File: src/rtl/fifo_rd_arbiter.sv
// fifo_rd_arbiter: round-robin sharing of a show-ahead FIFO read port among NUM_REQ consumers in bursts of BURST_LEN words.
// Define FIFO_RD_ARB_HOLD_EN to let a lone requester keep its grant across bursts without an idle cycle.
module fifo_rd_arbiter #(
  parameter int NUM_REQ   = 4,
  parameter int DATASIZE  = 8,
  parameter int BURST_LEN = 4,
  parameter int BCNT_W    = 8
) (
  input  logic                i_clk,
  input  logic                i_rst_n,
  input  logic [NUM_REQ-1:0]  i_req,
  input  logic [NUM_REQ-1:0]  i_ready,
  input  logic                i_empty,
  input  logic [DATASIZE-1:0] i_rd_data,
  output logic                o_rd_en,
  output logic [NUM_REQ-1:0]  o_grant,
  output logic [NUM_REQ-1:0]  o_valid,
  output logic [DATASIZE-1:0] o_rd_data,
  output logic                o_busy
);
  localparam int IW = $clog2(NUM_REQ);
  typedef enum logic [1:0] {IDLE, GRANT, DRAIN} state_t;
  state_t              state_q, state_d;
  logic [NUM_REQ-1:0]  grant_q, grant_d, valid_q, valid_d;
  logic [DATASIZE-1:0] data_q, data_d;
  logic [IW-1:0]       ptr_q, ptr_d, g_q, g_d, pick, idx;
  logic [BCNT_W-1:0]   bcnt_q, bcnt_d;
  logic                hold;
  // Scan downward so the last hit, i.e. the first set bit at or after ptr_q, wins.
  always_comb begin
    pick = ptr_q;
    idx  = '0;
    for (int i = NUM_REQ - 1; i >= 0; i--) begin
      idx = IW'((int'(ptr_q) + i) % NUM_REQ);
      if (i_req[idx]) pick = idx;
    end
  end
`ifdef FIFO_RD_ARB_HOLD_EN
  assign hold = bcnt_q == BCNT_W'(BURST_LEN) && i_req[g_q] && !(|(i_req & ~grant_q));
`else
  assign hold = 1'b0;
`endif
  always_comb begin
    state_d = state_q;
    grant_d = grant_q;
    valid_d = valid_q;
    data_d  = data_q;
    ptr_d   = ptr_q;
    g_d     = g_q;
    bcnt_d  = bcnt_q;
    o_rd_en = 1'b0;
    case (state_q)
      IDLE: if (|i_req) begin
        g_d     = pick;
        grant_d = NUM_REQ'(1) << pick;
        bcnt_d  = '0;
        state_d = GRANT;
      end
      GRANT: begin
        o_rd_en = !i_empty && i_req[g_q] && bcnt_q < BCNT_W'(BURST_LEN) && (!valid_q[g_q] || i_ready[g_q]);
        if (o_rd_en) begin
          data_d  = i_rd_data;
          valid_d = grant_q;
          bcnt_d  = bcnt_q + BCNT_W'(1);
        end else if (valid_q[g_q] && i_ready[g_q]) valid_d = '0;
        if (bcnt_d == BCNT_W'(BURST_LEN) || !i_req[g_q]) state_d = DRAIN;
      end
      DRAIN: begin
        if (valid_q[g_q] && i_ready[g_q]) valid_d = '0;
        if (hold) begin
          bcnt_d  = '0;
          state_d = GRANT;
        end else if (!valid_q[g_q]) begin
          grant_d = '0;
          ptr_d   = (g_q == IW'(NUM_REQ - 1)) ? '0 : g_q + IW'(1);
          state_d = IDLE;
        end
      end
      default: state_d = IDLE;
    endcase
  end
  always_ff @(posedge i_clk or negedge i_rst_n) begin
    if (!i_rst_n) begin
      state_q <= IDLE;
      grant_q <= '0;
      valid_q <= '0;
      data_q  <= '0;
      ptr_q   <= '0;
      g_q     <= '0;
      bcnt_q  <= '0;
    end else begin
      state_q <= state_d;
      grant_q <= grant_d;
      valid_q <= valid_d;
      data_q  <= data_d;
      ptr_q   <= ptr_d;
      g_q     <= g_d;
      bcnt_q  <= bcnt_d;
    end
  end
  assign o_grant   = grant_q;
  assign o_valid   = valid_q;
  assign o_rd_data = data_q;
  assign o_busy    = state_q != IDLE;
endmodule

File: config.mk
export PLATFORM = sky130hd
export DESIGN_NAME = fifo_rd_arbiter
export DESIGN_NICKNAME = d
export VERILOG_FILES = /design/src/rtl/fifo_rd_arbiter.sv
export SDC_FILE = /design/constraint.sdc
export NUM_CORES = 1
export LEC_CHECK = 0
export CAP_MARGIN = 20
export CORE_MARGIN = 10
export CORE_UTILIZATION = 52
export CTS_BUF_LIST = sky130_fd_sc_hd__clkbuf_16
export DETAILED_ROUTE_END_ITERATION = 8
export HOLD_SLACK_MARGIN = 0.03
export PLACE_DENSITY = 0.92
export SLEW_MARGIN = 20
export SYNTH_ARGS = -nofsm -noshare
export SYNTH_HDL_FRONTEND = slang
export SYNTH_SLANG_ARGS = --single-unit
File: constraint.sdc
create_clock -name i_clk -period 4.8 [get_ports i_clk]
set_input_delay 0.96 -clock i_clk [delete_from_list [all_inputs] [get_ports i_clk]]
set_output_delay 0.96 -clock i_clk [all_outputs]
set_load 0.02 [all_outputs]
==> impl_metrics.yaml <==
run_status:
  status: "completed"
setup_path:
  end_kind: "output pin"
  critPathArrivalTime_ns: 3.10
  crit_slowest_cell: "clkdlybuf4s50_1"
  cp.required_ns: 3.84
  critPathKind: "input pin to output pin"
  r2r.worst_path.cells: 5
  max_stage_delay_ns: 0.63
  critPathMaxFanout: 10
  crit_path_cell_trace: "clkdlybuf4s50_1, mux4_1, nand2_1, nor4b_2, buf_4, clkdlybuf4s50_1"
  r2r_slack_ns: 2.59
  crit_top_cell: "clkdlybuf4s50_1"
  startpoint_type: "input pin"
yosys:
  ys_seq_area_frac: 0.488
  synth_xor_xnor_area_share: 0.00569
  synth_edf_count: 0
  synthCells: 130
  synth-simple-area-share: 0.162
  synth.area.mux_share: 0.155
  synth_ff_type: "dfrtp_1"
  syn_nets: 155
  ys.warnings.count: 0
  synth_compound_area_frac: 0.121
  synthDistinctLibCells: 34
  synthArstFlopShare: 1.00
  syn_area_um2: 1540
  avgSynthCellArea_um2: 11.8
  synth-seq-cells: 30
  synth_fa_ha_area_frac: 0.0488
  synth_top_family_by_area: "simple AND/OR/NAND/NOR gates"
worst_hold_path:
  hold_class: "register to register"
  hold_depth: 1
floorplan:
  die_h_um: 74.4
  fp.coreArea_um2: 2810
  dieArea_um2: 5540
  io_pins: 37
  die_w_um: 74.4
  start_util: 0.549
  num_rows: 19
placed_design:
  port_buffers: 36
  dpl.hpwl_um: 2800
  dp_slack_ns: 0.730
  gp_congestion: 0.848
cts:
  htreeDepth: 2
  cts_tree: "built"
  cts_buffer_depth: 2
  post_cts_buffers: 0
  cts_made_buffers: 5
  clk_pin_slew_ns: 0.05
  root_buffer: "clkbuf_16"
  cts_resized: 0
  ctsHoldBuffers: 0
  clock_sinks: 30
  clk_latency_ns: 0.28
global_route:
  grt_max_degree: 31
  grt_pass1_wl_um: 6020
  grt_usage: 0.143
  grt_overflow_total: 0
  grt_pass1_vias: 1301
  antenna_found_initial: 0
timing:
  final_max_slew_viol_count: 0
  hold_viol_final: 0
  tightest_slew_ns: 0.663
  setup_tns_ns: 0
  relSlewSlack: 0.557
  setup_viol: 0
  fmax_mhz: 247
  skew_ns: 0.00605
  timing.final.crit_share: 0.845
  rsz0062_at_grt: "no"
  fin_ws_ns: 0.743
  fin_crit_ns: 4.06
detailed_routing:
  vias: 1186
  drt.antenna.violating_nets: 0
  drt_iter0_drc: 120
  m1WireLength_um: 1570
  first_pass_iters: 4
  wire_per_inst_um: 18.4
  drc: 0
  dr_wl_met2_um: 1900
  routed_wl_um: 3770
  routed-wl-met3_um: 243
  vias_per_cell: 5.79
  topRoutingLayerUsed: "met4"
finish:
  most-common-layout-cells: "36 x clkdlybuf4s50_1, 30 x dfrtp_1, 14 x nand2_1, 9 x nor2_1, 9 x nor2b_1"
  layout_commonest_cell: "clkdlybuf4s50_1"
  area_growth_pct: 35.1
  drive_above_1_share: 0.132
  fin_nets: 198
  antenna_cells: 0
pwr:
  powerDensity_nw_per_um2: 650
  p_leak_nw: 0.914
  peakVddDrop_mv: 0.437
run:
  drv_cap: 0
-- registers in the layout, indices dropped and copies added (netlist names) --
name	flops
ptr_q	2
o_grant	4
o_rd_data	8
g_q	2
bcnt_q	8
o_valid	4
state_q	2
-- worst max-delay path, delay by kind of cell --
kind,cells,cell delay [ns]
AND/OR/NAND/NOR,2,0.33
multiplexers,1,0.35
buffers and inverters,3,1.46
-- worst paths after layout --
path / end / start
max in group asynchronous: g_q[1]$_DFFE_PN0P_ / i_rst_n
setup / recovery: o_rd_en / i_req[1]
hold reg to reg: bcnt_q[5]$_DFFE_PN0P_ / bcnt_q[5]$_DFFE_PN0P_
setup reg to reg: o_rd_data[5]$_DFFE_PN0P_ / g_q[0]$_DFFE_PN0P_
min in group asynchronous: bcnt_q[1]$_DFFE_PN0P_ / i_rst_n
hold / removal: bcnt_q[5]$_DFFE_PN0P_ / bcnt_q[5]$_DFFE_PN0P_
-- cell type report --
| type | count | area [um2] |
|---|---|---|
| sequential | 30 | 751 |
| inverter | 4 | 15.0 |
| tap | 31 | 38.8 |
| multi-input combinational | 94 | 758 |
| timing repair buffer | 38 | 375 |
| clock buffer | 5 | 125 |
| fill | 201 | 726 |
| clock inverter | 3 | 16.3 |
-- per-layer routing --
layer  GRT usage  vias to the layer above
met3      0.0771                        8
met2       0.245                       34
met5           0                        -
met1       0.143                      582
li1            -                      562
met4      0.0588                        0
-- per-stage QoR --
stage | hold WS, ns | util | power, mW | std cells | instance area, um2
final | 0.505 | 0.741 | 1.35 | 205 | 2080
after global routing | 0.526 | 0.741 | 1.43 | 205 | 2080
after CTS | 0.508 | 0.741 | 1.36 | 205 | 2080
after detailed placement | 0.490 | 0.691 | 1.05 | 197 | 1940
after global placement | 0.488 | 0.691 | 1.02 | 197 | 1940
after floorplan | 0.465 | - | 0.808 | 130 | 1540
-- synth_stat cells, types with 2 or more instances --
| library cell | n | share of area |
|---|---|---|
| ha_1 | 6 | 0.049 |
| mux2_4 | 8 | 0.078 |
| o31ai_1 | 2 | 0.0098 |
| nor3_1 | 4 | 0.013 |
| nor3b_1 | 2 | 0.0098 |
| dfrtp_1 | 30 | 0.49 |
| o21bai_1 | 2 | 0.0098 |
| mux2_2 | 2 | 0.015 |
| a22o_1 | 7 | 0.040 |
| nand2b_1 | 3 | 0.012 |
| inv_1 | 4 | 0.0098 |
| o21ai_0 | 6 | 0.020 |
| nand2_1 | 14 | 0.034 |
| mux4_1 | 2 | 0.034 |
| a31oi_1 | 2 | 0.0081 |
| nor2_1 | 9 | 0.022 |
| nor2b_1 | 9 | 0.037 |
| o32ai_1 | 2 | 0.011 |
-- report_power, final --
group / internal, mW / total, mW / switching, mW
Sequential: 0.344 / 0.427 / 0.0824
Clock: 0.189 / 0.299 / 0.110
Combinational: 0.312 / 0.626 / 0.314
Total: 0.845 / 1.35 / 0.507
-- cell families (layout without fill, tap and decap cells) --
kind of cell / Yosys count / after routing
AO/OA/AOI/OAI: 25 / 25
multiplexers: 15 / 15
buffers and inverters: 6 / 50
adder cells (fa/ha/maj): 6 / 6
XOR/XNOR: 1 / 1
AND/OR/NAND/NOR: 47 / 47
flip-flops: 30 / 30
(Power assumes the default switching activity.)
